[src/rtl/mem_port_arbiter.sv]
// mem_port_arbiter
//   Shares one data-memory port between the CPU data-memory interface and a DMA/test-loader
//   port. Each granted access holds its command on the memory port for MemLatency cycles.
//   The CPU is stalled while it waits. When both sides request, the grant alternates.
//
// Ports
//   CLK, RST        clock (rising edge), asynchronous active-low reset
//   CpuMemRead/Write CPU load/store request levels (write wins); CpuMemAddr/CpuMemData command
//   CpuMemOutput    registered CPU load data
//   CpuStall        freezes the CPU pipeline while its access is pending or in flight
//   DmaReq/DmaWe    DMA request level and direction; DmaAddr/DmaWData command
//   DmaRData        registered DMA read data; DmaAck one-cycle completion pulse
//   MemRead/MemWrite/MemAddr/MemData  registered memory command; MemOutput memory read data
module mem_port_arbiter #(
    parameter int unsigned DataWidth  = 16,
    parameter int unsigned AddrWidth  = 16,
    parameter int unsigned MemLatency = 2
) (
    input  logic                 CLK,
    input  logic                 RST,
    input  logic                 CpuMemRead,
    input  logic                 CpuMemWrite,
    input  logic [AddrWidth-1:0] CpuMemAddr,
    input  logic [DataWidth-1:0] CpuMemData,
    output logic [DataWidth-1:0] CpuMemOutput,
    output logic                 CpuStall,
    input  logic                 DmaReq,
    input  logic                 DmaWe,
    input  logic [AddrWidth-1:0] DmaAddr,
    input  logic [DataWidth-1:0] DmaWData,
    output logic [DataWidth-1:0] DmaRData,
    output logic                 DmaAck,
    output logic                 MemRead,
    output logic                 MemWrite,
    output logic [AddrWidth-1:0] MemAddr,
    output logic [DataWidth-1:0] MemData,
    input  logic [DataWidth-1:0] MemOutput
);

    localparam int unsigned BeatWidth = (MemLatency > 1) ? $clog2(MemLatency) : 1;
    localparam logic [BeatWidth-1:0] LastBeat = BeatWidth'(MemLatency - 1);

    typedef enum logic [1:0] {
        StIdle,
        StCpuAcc,
        StDmaAcc
    } state_e;

    state_e                 state_q;
    logic [BeatWidth-1:0]   beat_q;
    logic                   last_grant_dma_q;  // 1: the most recent grant went to the DMA side
    logic                   cpu_done_q;
    logic                   dma_ack_q;
    logic                   mem_read_q;
    logic                   mem_write_q;
    logic [AddrWidth-1:0]   mem_addr_q;
    logic [DataWidth-1:0]   mem_data_q;
    logic [DataWidth-1:0]   cpu_rdata_q;
    logic [DataWidth-1:0]   dma_rdata_q;

    logic cpu_req;
    logic cpu_cand;
    logic dma_cand;
    logic grant_cpu;
    logic grant_dma;

    assign cpu_req = CpuMemRead | CpuMemWrite;

    // The done/Ack pulse masks the requester for one cycle so a held level is not re-granted.
    always_comb begin
        cpu_cand  = cpu_req & ~cpu_done_q;
        dma_cand  = DmaReq & ~dma_ack_q;
        grant_cpu = 1'b0;
        grant_dma = 1'b0;
        if (state_q == StIdle) begin
            if (cpu_cand && dma_cand) begin
                grant_cpu = last_grant_dma_q;
                grant_dma = ~last_grant_dma_q;
            end else begin
                grant_cpu = cpu_cand;
                grant_dma = dma_cand;
            end
        end
    end

    always_ff @(posedge CLK or negedge RST) begin
        if (!RST) begin
            state_q          <= StIdle;
            beat_q           <= '0;
            last_grant_dma_q <= 1'b1;
            cpu_done_q       <= 1'b0;
            dma_ack_q        <= 1'b0;
            mem_read_q       <= 1'b0;
            mem_write_q      <= 1'b0;
            mem_addr_q       <= '0;
            mem_data_q       <= '0;
            cpu_rdata_q      <= '0;
            dma_rdata_q      <= '0;
        end else begin
            cpu_done_q <= 1'b0;
            dma_ack_q  <= 1'b0;
            unique case (state_q)
                StIdle: begin
                    beat_q <= '0;
                    if (grant_cpu) begin
                        state_q          <= StCpuAcc;
                        last_grant_dma_q <= 1'b0;
                        mem_write_q      <= CpuMemWrite;
                        mem_read_q       <= ~CpuMemWrite;
                        mem_addr_q       <= CpuMemAddr;
                        mem_data_q       <= CpuMemWrite ? CpuMemData : '0;
                    end else if (grant_dma) begin
                        state_q          <= StDmaAcc;
                        last_grant_dma_q <= 1'b1;
                        mem_write_q      <= DmaWe;
                        mem_read_q       <= ~DmaWe;
                        mem_addr_q       <= DmaAddr;
                        mem_data_q       <= DmaWe ? DmaWData : '0;
                    end
                end
                StCpuAcc, StDmaAcc: begin
                    if (beat_q == LastBeat) begin
                        // Last beat: capture read data, drop the command, pulse completion.
                        state_q     <= StIdle;
                        beat_q      <= '0;
                        mem_read_q  <= 1'b0;
                        mem_write_q <= 1'b0;
                        mem_addr_q  <= '0;
                        mem_data_q  <= '0;
                        if (state_q == StCpuAcc) begin
                            cpu_done_q <= 1'b1;
                            if (mem_read_q) cpu_rdata_q <= MemOutput;
                        end else begin
                            dma_ack_q <= 1'b1;
                            if (mem_read_q) dma_rdata_q <= MemOutput;
                        end
                    end else begin
                        beat_q <= beat_q + BeatWidth'(1);
                    end
                end
                default: state_q <= StIdle;
            endcase
        end
    end

    // Stall is combinational so the pipeline freezes in the same cycle the request appears;
    // gated by reset so every output reads 0 while reset is held.
    assign CpuStall     = RST & cpu_req & ~cpu_done_q;
    assign CpuMemOutput = cpu_rdata_q;
    assign DmaRData     = dma_rdata_q;
    assign DmaAck       = dma_ack_q;
    assign MemRead      = mem_read_q;
    assign MemWrite     = mem_write_q;
    assign MemAddr      = mem_addr_q;
    assign MemData      = mem_data_q;

endmodule

[config.mk]
export PLATFORM = sky130hd
export DESIGN_NAME = mem_port_arbiter
export DESIGN_NICKNAME = d
export VERILOG_FILES = /design/src/rtl/mem_port_arbiter.sv
export SDC_FILE = /design/constraint.sdc
export NUM_CORES = 1
export LEC_CHECK = 0
export CAP_MARGIN = 20
export CORE_AREA = 8 8 95 97
export DETAILED_ROUTE_END_ITERATION = 10
export DIE_AREA = 0 0 103 105
export GPL_TIMING_DRIVEN = 0
export PLACE_DENSITY_LB_ADDON = 0.1
export SETUP_SLACK_MARGIN = 0.3
export SYNTH_ARGS = -nofsm -noshare
export SYNTH_HDL_FRONTEND = slang
export SYNTH_SLANG_ARGS = --single-unit
[constraint.sdc]
create_clock -name CLK -period 4.1 [get_ports CLK]
set_input_delay 1.23 -clock CLK [delete_from_list [all_inputs] [get_ports CLK]]
set_output_delay 1.23 -clock CLK [all_outputs]
set_load 0.05 [all_outputs]
### Yosys cells after proc, flatten, opt, wreduce, memory -nomap -nowiden

Cells that the tools add are included.

* output and inout port bits: 68
* register bits after elaboration: 72
* input bits: 86
* word-level logic and storage cells: 71

* add/sub/neg operators: 1
* multiplexer cells: 34
* reduce and logical (&&, ||, !) cells: 10
* eq/ne operators: 4
* bitwise operators: 11

Operators by type and width (count)
* $mux 16: 7
* $pmux 16 s2: 2
* $mux 1: 18
* $reduce_and 4->1: 2
* $mux 2: 3
* $not 1->1: 6
* $pmux 1 s2: 3
* $and 1x1->1: 4
* $pmux 2 s2: 1
* $reduce_and 2->1: 2
* $reduce_bool 2->1: 2
* $ne 3x3->1 const B: 1
* $reduce_and 3->1: 1
* $eq 2x1->1 const B: 1
* $eq 2x2->1 const B: 1
* $logic_not 2->1: 1
* $ne 2x2->1 const B: 1
* $reduce_or 2->1: 1
* $add 1x1->1 const B: 1
* $logic_and 1x1->1: 1
* $or 1x1->1: 1

### Depth between registers and ports, before layout

* depth after elaboration: 8
* depth in mapped cells: 9
* mapped depth without buffers: 6

### Least setup slack after synthesis

No wires, ideal clock.

* kind: input-to-output
* start: input CpuMemWrite
* end: output CpuStall
* slack: 0.951 ns
* stages on the path: 3
* required time: 2.870 ns
* arrival: 1.919 ns
* path buffers: 1
* path through: buf_6 o21ba_4 and2_1

* cells in the longest elaborated chain, start to end: 3

Ends and longest elaborated chain
* start, declared: line 22 `input logic CpuMemWrite,`
* $or 1x1->1: line 67 `assign cpu_req = CpuMemRead | CpuMemWrite;`
* $and 1x1->1 (2 in series): line 148 `assign CpuStall = RST & cpu_req & ~cpu_done_q;`
* end, declared: line 26 `output logic CpuStall,`

No other way between the ends.

### Worst setup path in the final report

* start: input CpuMemRead
* end: output CpuStall

* cells in the longest elaborated chain, start to end: 3

Ends and longest elaborated chain
* start, declared: line 21 `input logic CpuMemRead,`
* $or 1x1->1: line 67
* $and 1x1->1 (2 in series): line 148

No other way between the ends.

==> qor.yml <==
status: "finished, final reports clean"
grt_first_pass_wirelength_um: 14000
r2r_slack_ns: 2.11
seq_area_frac_synth_pct: 54.6
diodes: 0
numClockSinks: 72
power_density_nw_per_um2: 928
crit_type: "input port to output pin"
cp-start-kind: "input port"
clk_pin_slew_worst_paths_ns: 0.08
postRouteAntennaNets: 0
antenna_found_initial: 0
slowest_stage: "clkdlybuf4s50_1"
arrival_ns: 2.31
slew_violations: 0
fp-row-count: 32
dieArea_um2: 10800
grt_max_degree: 73
crit_family: "buffers and inverters"
routed-wl-met3_um: 929
cts_tree: "yes"
synth.avg_cell_area_um2: 12.2
finalCriticalPeriod_ns: 3.54
syn_nets: 360
die_y_um: 105
synth_common_cells: "dfrtp_1 (71), nand2_1 (53), mux2_2 (33), mux2i_1 (33), o21ai_0 (19)"
worst_pin_slew_ns: 0.544
yosysWarnings: 0
dr.pass1.iters: 4
cpPeakStageDelay_ns: 0.51
ys_types: 29
final-hold-violation-count: 0
path_cells: "clkdlybuf4s50_1, o21ba_4, and2_1, clkbuf_2"
cts_setup_buffers: 0
synth.most_common_cell: "dfrtp_1"
layout-drive-gt1-share_pct: 16.2
fmax_mhz: 282
nNetsFinal: 523
fill_cells: 597
syn-cell-area_um2: 3300
cp_num_buf_inv: 2
wl_um: 8860
required_ns: 2.87
period_share_pct: 86.4
grt_use_total_pct: 16.4
wire_per_inst_um: 16.4
ctsLongestPathBuffers: 2
drtIter0Drc: 70
wl_met1_um: 3510
clock_latency_ns: 0.34
core_area_um2: 7530
crit_path_end_kind: "output pin"
hold_slack_ns: 0.487
place_ws_ns: 0.0134
root_buffer: "clkbuf_8"
drv_cap: 0
grt.overflow.total: 0
setup_viol: 0
irDropWorstVdd_v: 0.000577
first_global_vias: 2860
drc: 0
grt_setup_unrepaired: "false"
start_util_pct: 43.9
setup_ws_ns: 0.559
synth_top_area_share_pct: 53.8
p_leak_nw: 2.37
io_buffers: 151
syn_inst: 270
vias_per_cell: 4.86
synth_edf_count: 0
instances_no_fill: 540
postSynth.asyncResetShare_pct: 100
yosys-top-cells-area: "dfrtp_1 (54%), mux2_2 (11%), mux2i_1 (10%)"
synth_ff_type: "dfrtp_1"
layout-area-overhead-vs-synth_pct: 57.1
crit_path_max_fanout: 4
vias: 2622
hp-class: "flop to flop"
post-place-cells: 524
relSlewSlack_pct: 63.6
power_mw: 4.82
highest_layer: "met4"
gp_congestion: 0.762
h-tree-depth: 3
top_level_ports: 154
die_x_um: 103
dp_hpwl_um: 6830
finClkSkew_ns: 0.0108
met2_length_um: 4370
synth_top_area_cell: "dfrtp_1"
synth-seq-cells: 72
cts_buffers: 9
flip-flops by register name (all words and copies together) (netlist names):
| name | cells |
|---|---|
| last_grant_dma_q | 1 |
| CpuMemOutput | 16 |
| DmaAck | 1 |
| beat_q | 1 |
| MemAddr | 16 |
| state_q | 2 |
| MemWrite | 1 |
| cpu_done_q | 1 |
| MemData | 16 |
| DmaRData | 16 |
| MemRead | 1 |
final timing paths:
| check | start | to | cells after the start |
|---|---|---|---|
| setup / recovery | CpuMemRead | CpuStall | 4 |
| setup reg to reg | state_q[0] | MemData[15] | 7 |
| min in group asynchronous | RST | MemData[11] | 1 |
| hold / removal | MemAddr[15] | MemAddr[15] | 2 |
| max in group asynchronous | RST | last_grant_dma_q | 2 |
| hold reg to reg | MemAddr[15] | MemAddr[15] | 2 |
cell type report:
| cell class | count | area [um^2] | share of cell area [%] |
|---|---|---|---|
| Buffer | 18 | 156 | 3.01 |
| Clock buffer | 9 | 124 | 2.39 |
| Clock inverter | 7 | 103 | 1.98 |
| Inverter | 2 | 7.51 | 0.145 |
| Multi-Input combinational cell | 178 | 1340 | 25.8 |
| Sequential cell | 72 | 1800 | 34.7 |
| Tap cell | 102 | 128 | 2.46 |
| Timing Repair Buffer | 152 | 1530 | 29.5 |
cell families (layout without fill, tap and decap cells):
kind of cell	Yosys count	after routing	share of synthesized area, %
fa+ha+maj	4	4	1.51
mux	66	66	21.2
compound gates	44	44	9.66
flops	72	72	54.6
simple gates	64	64	8.07
buf+inv	20	188	4.96
layer usage:
metal	vias up	global-route usage, %
li1	1267	-
met2	84	28.1
met5	-	0
met3	5	7.63
met4	0	3.72
met1	1266	17.9
layout by cell type (no fill, tap or decap), drive strengths merged:
master and instances:
a22o 17, mux2 33, mux2i 33, o211ai 1, and3b 1, dfrtp 71
clkinvlp 1, clkdlybuf4s50 149, o21ba 1, inv 5, and2 2, nor2b 1
a21oi 2, o21ai 19, nand3 1, a211o 1, nand2 54, dfstp 1
a311o 1, nand3b 2, nand2b 1, o21bai 1, nor2 2, bufinv 2
buf 16, clkinv 1, o22ai 1, ha 4, clkbuf 14
where the power goes:
group | internal [mW] | switching [mW] | total [mW] | leakage (nW)
Sequential | 1.05 | 0.173 | 1.23 | 0.895
Clock | 0.350 | 0.288 | 0.638 | 0.111
Combinational | 1.13 | 1.83 | 2.96 | 1.36
through the flow:
step           cell area, um^2  utilization [%]  setup TNS, ns
6_report                  5190             68.9              0
5_1_grt                   5190             68.9              0
4_1_cts                   5190             69.0              0
3_5_place_dp              4970             66.0              0
3_3_place_gp              4940             65.7         -51.50
2_1_floorplan             3300                -              0
worst reg2reg max path, delay by kind of cell, from the launching register on:
family                     cells  cell delay, ns
AOI/OAI and AO/OA              2            0.57
adders and majority gates      1            0.34
DFF                            1            0.41
and+or+nand+nor                1            0.21
buffers and inverters          3            0.36
what timing repair did:
| item | in CTS | in global routing |
|---|---|---|
| endpoints found under the setup margin | 1 | 1 |
| hold buffers | 0 | 0 |
| cloned | 0 | 0 |
| resized for setup | 2 | 1 |
Note: power is estimated with default switching activity, not from simulation.
==> RTL change 1: new RTL, config.mk and constraints unchanged <==
`AddrWidth`: 16 -> 15.
--- a/src/rtl/mem_port_arbiter.sv
+++ b/src/rtl/mem_port_arbiter.sv
@@ -15,3 +15,3 @@
     parameter int unsigned DataWidth  = 16,
-    parameter int unsigned AddrWidth  = 16,
+    parameter int unsigned AddrWidth  = 15,
     parameter int unsigned MemLatency = 2
Interface: changed (resized CpuMemAddr, DmaAddr and MemAddr); port bits go from 154 to 151. No check against the original RTL was run, so the function may have changed too.
==> RTL change 1 against the original RTL <==
- power increased by 1.8%
- sequential cell count decreased by 1
- area after synthesis decreased by 1.5%
- worst setup slack got worse by 0.11 ns
- die area unchanged
- fmax decreased by 3.0%
- routed wire length increased by 4.0%
- design area decreased by 0.34%
- largest power group unchanged
==> RTL change 1: results (changes against the original RTL) <==
| Metric | Value |
|---|---|
| Seq area share | `0.344 (-0.00366)` |
| Number of global-route vias before repair | `2745 (-4.0%)` |
| Internal | `0.00266 W (+5.0%)` |
| Clock-cell share of area | `0.0544 (+0.0108)` |
| Comb pwr | `0.00290 W (-2%)` |
| Via density | `4.93 (+1.6%)` |
| Mapped Avg Cell Area | `12.3 um^2 (+0.76%)` |
| Fraction of layout cells with a size suffix above 1 | `0.164 (+0.00145)` |
| Non-clock buffering overhead | `0.317 (-0.00785)` |
| Commonest cells in the synthesized netlist | `70 x dfrtp_1, 52 x nand2_1, 33 x mux2_2` |
| DR WL met2 | `4.53 mm (+3.6%)` |
| 1st-iter DRT viols | `49 (-30%)` |
| Largest net degree at the start of global routing | `72 (-1.4%)` |
| Leakage | `2.35 nW (-0.84%)` |
| Dpl hpwl | `6.91 mm (+1.1%)` |
| Routability cong. | `0.774 (+1.6%)` |
| # fillers | `595 (-0.34%)` |
| Post-CTS setup buffer count | `0 (unchanged)` |
| Delay-heaviest family, CP | `buffers and inverters` |
| Met3 Routed Length | `781 um (-16%)` |
| CTS Sinks | `71 (-1.4%)` |
| M1 WL | `3.78 mm (+7.9%)` |
| Antenna diodes | `0 (unchanged)` |
| IO Port Bufs | `148 (-2.0%)` |
| Root buffer cell | `clkbuf_8` |
| Crit path arrival time | `2.42 ns (+0.11 ns)` |
| Skew final | `0.00711 ns (-0.00370 ns)` |
| Synth Area in Compound Gates | `0.0995 (+0.00298)` |
| Area contributors post-synth | `dfrtp_1 54%, mux2_2 11%, mux2i_1 9.8%` |
| Post-Place Cells | `515 (-1.7%)` |
| Finished Cell Area | `0.00517 mm^2 (-0.34%)` |
| Post-synth cell types | `29 (unchanged)` |
| Met1 usage in global routing | `0.206 (+0.0265)` |
| Seq power | `0.00121 W` |
| First-pass GRT wire length | `14.5 mm (+3.3%)` |
| Max stage delay on crit path | `0.51 ns (about the same)` |
| Placed inst area | `0.00489 mm^2 (-1.6%)` |
| Mapped Cells | `264 (-2.2%)` |
| Worst VDD drop | `0.000552 V (-4.4%)` |
| Least-Margin Pin Slew | `0.538 ns (-0.00587 ns)` |
| Wire length per cell | `17.4 um (+6.0%)` |
| Hold Startpoint | `MemAddr[2]` |
| Nets@finish | `512 (-2.1%)` |
| Yosys top cell area share | `0.538 (about the same)` |
| Total number of vias | `2614 (-0.31%)` |
| Comb_multi_in | `175 (-1.7%)` |
| Hold crit path type | `register to register` |
| Count of pins over their slew limit | `0 (unchanged)` |
| Register area share after synthesis | `0.546 (about the same)` |
| Nonclk buf count | `165 (-2.9%)` |
| Status | `complete, no violations` |
| Met3 Use GR | `0.0518 (-0.0246)` |
| Initial antenna violation count | `0 (unchanged)` |
| Post-synthesis mux area share | `0.213 (about the same)` |
| Met2 usage | `0.282 (+0.000923)` |
| Synth Area in Adders | `0.0154 (+0.000227)` |
| Area of the multi-input gates | `0.00134 mm^2 (about the same)` |
| Syn nets | `352 (-2.2%)` |
| Overall routing resource usage | `0.172 (+0.00782)` |
-- RTL change 1: final timing paths --
| check | slack [ns] | cells after the start | endpoint |
|---|---|---|---|
| min in group asynchronous | 0.67 | 1 | MemData[11] |
| hold reg to reg | 0.48 | 2 | MemAddr[2] |
| hold / removal | 0.48 | 2 | MemAddr[2] |
| max in group asynchronous | 2.87 | 2 | last_grant_dma_q |
| setup / recovery | 0.45 | 4 | CpuStall |
| setup reg to reg | 2.07 | 6 | MemData[9] |
-- RTL change 1: repair_timing --
item,in CTS,in global routing
setup endpoints to repair,1,0
resized for setup,3,0
hold buffers,0,0
-- RTL change 1: per-stage QoR --
stage	setup TNS (ns)	worst slack (ns)	total power, W
after floorplan	0	0.933	0.00318
after global placement	-52.22	-2.43	0.00411
after detailed placement	-0.0142	-0.0142	0.00416
after CTS	0	0.437	0.00496
after global routing	0	0.404	0.00515
final	0	0.450	0.00490
==> RTL change 2: new RTL, same flow settings <==
Made on the original files. Reset style: synchronous (`RST`), changed in one clocked block. Comments in the files are not updated.
--- a/src/rtl/mem_port_arbiter.sv
+++ b/src/rtl/mem_port_arbiter.sv
@@ -85,3 +85,3 @@
 
-    always_ff @(posedge CLK or negedge RST) begin
+    always_ff @(posedge CLK) begin
         if (!RST) begin
Formal check against the unedited RTL: differs if RST is asserted again (counterexample within 4 cycles, from zero or initial values and one cycle with RST low); with RST held inactive, the same outputs for 10 cycles.
==> RTL change 2 against the original RTL <==
- critical path depth unchanged
- sequential power down 23%
- design area down 3.5%
- area after synthesis down 4.7%
- utilization down 2.4 points
- worst setup slack worse by 0.13 ns
- routed wire length up 11%
- power down 34%
- sequential cell count unchanged
- clock skew down 0.0026 ns
- final cell count up 12%
- critical path type unchanged
- largest cell class is now buffers
- largest power group unchanged
==> RTL change 2: results (changes against the original RTL) <==
| Metric | Value |
|---|---|
| Status | `complete, no violations` |
| Setup slack at placement | `-0.265 ns (-0.279 ns)` |
| Wire length per cell | `16.3 um (-0.92%)` |
| Max stage delay on crit path | `0.56 ns (+0.05 ns)` |
| Placed inst area | `0.00479 mm^2 (-3.7%)` |
| # fillers | `662 (+11%)` |
| Leakage | `1.93 nW (-19%)` |
| Post-cts resize count | `5 (+3)` |
| Routability cong. | `0.767 (+0.66%)` |
| Total number of vias | `2928 (+12%)` |
| Synth Area in Adders | `0.0159 (+0.000752)` |
| Overall routing resource usage | `0.181 (+0.0172)` |
| Dpl hpwl | `7.67 mm (+12%)` |
| Async S/R FF share, synth | `0 (-1.00)` |
| Post-synthesis mux area share | `0.105 (-0.107)` |
| 1st-iter DRT viols | `154 (+120%)` |
| Post-synth cell types | `36 (+24%)` |
| Fraction of layout cells with a size suffix above 1 | `0.0758 (-0.0863)` |
| Largest net degree at the start of global routing | `15 (-79%)` |
| First-pass GRT wire length | `15.7 mm (+12%)` |
| Via density | `4.86 (about the same)` |
| Area contributors post-synth | `dfxtp_1 46%, nand2_1 12%, mux2i_1 10%` |
| Skew final | `0.00821 ns (-0.00260 ns)` |
| Internal | `0.00184 W (-28%)` |
| Worst VDD drop | `0.000295 V (-49%)` |
| Least-Margin Pin Slew | `0.546 ns (+0.00173 ns)` |
| WP buf/inv | `3 (+1)` |
| Crit-path max FO | `10 (+6)` |
| Clock Latency Late Sink | `about 0.35 ns` |
| Mapped Avg Cell Area | `9.43 um^2 (-23%)` |
| Number of global-route vias before repair | `3041 (+6.3%)` |
| Clock group | `0.000629 W (-1%)` |
| Commonest cells in the synthesized netlist | `101 x nand2_1, 72 x dfxtp_1, 33 x mux2i_1` |
| Crit path arrival time | `2.45 ns (+0.14 ns)` |
| Register area share after synthesis | `0.458 (-0.0878)` |
| Logic pwr share | `0.502 (-0.111)` |
| Synth Area in Compound Gates | `0.205 (+0.109)` |
| Syn nets | `424 (+18%)` |
==> RTL change 2: changes by cell type in the layout (fill, tap and decap cells not counted), moves of 17 or more <==
cell,before,now
mux2_2,33,0
a21boi_0,0,29
dfrtp_1,71,0
dfxtp_1,0,72
o2bb2ai_1,0,17
nand2_1,53,101
o21ai_0,19,0
==> RTL change 2: layer usage <==
metal | up-vias | wire (um) | global-route usage | share of wire
li1 | 1470 | - | - | -
met1 | 1345 | 3910 | 0.204 | 0.40
met2 | 104 | 4800 | 0.305 | 0.49
met3 | 9 | 996 | 0.0763 | 0.10
met4 | 0 | 93 | 0.0465 | 0.0095
met5 | - | 0 | 0 | 0
==> RTL change 2: stage by stage <==
stage,utilization,TNS [ns]
detailed placement,0.636,-0.265
finish,0.666,0
global route,0.666,0
global placement,0.636,-0.263
floorplan,-,0
CTS,0.666,0
==> RTL change 2: final cells by class <==
cell class                      instances  share of cell area
Clock inverter                          7              0.0205
Sequential cell                        72               0.288
Timing Repair Buffer                  151               0.301
Buffer                                 26              0.0360
Clock buffer                            9              0.0247
Multi-Input combinational cell        233               0.303
Tap cell                              102              0.0255
Inverter                                3             0.00225
==> RTL change 2: logic make-up after synthesis <==
family                   count (synthesis)
AO/OA/AOI/OAI                           77
adder cells (fa/ha/maj)                  4
buffers and inverters                   29
flip-flops                              72
multiplexers                            33
AND/OR/NAND/NOR                        119
==> RTL change 2: path summary, 6_finish.rpt <==
| path | start | end | slack [ns] | depth (start not counted) |
|---|---|---|---|---|
| setup / recovery | RST | CpuStall | 0.42 | 4 |
| hold / removal | DmaRData[13] | DmaRData[13] | 0.46 | 2 |
| setup reg to reg | state_q[0] | MemData[10] | 2.07 | 8 |
| hold reg to reg | DmaRData[13] | DmaRData[13] | 0.46 | 2 |
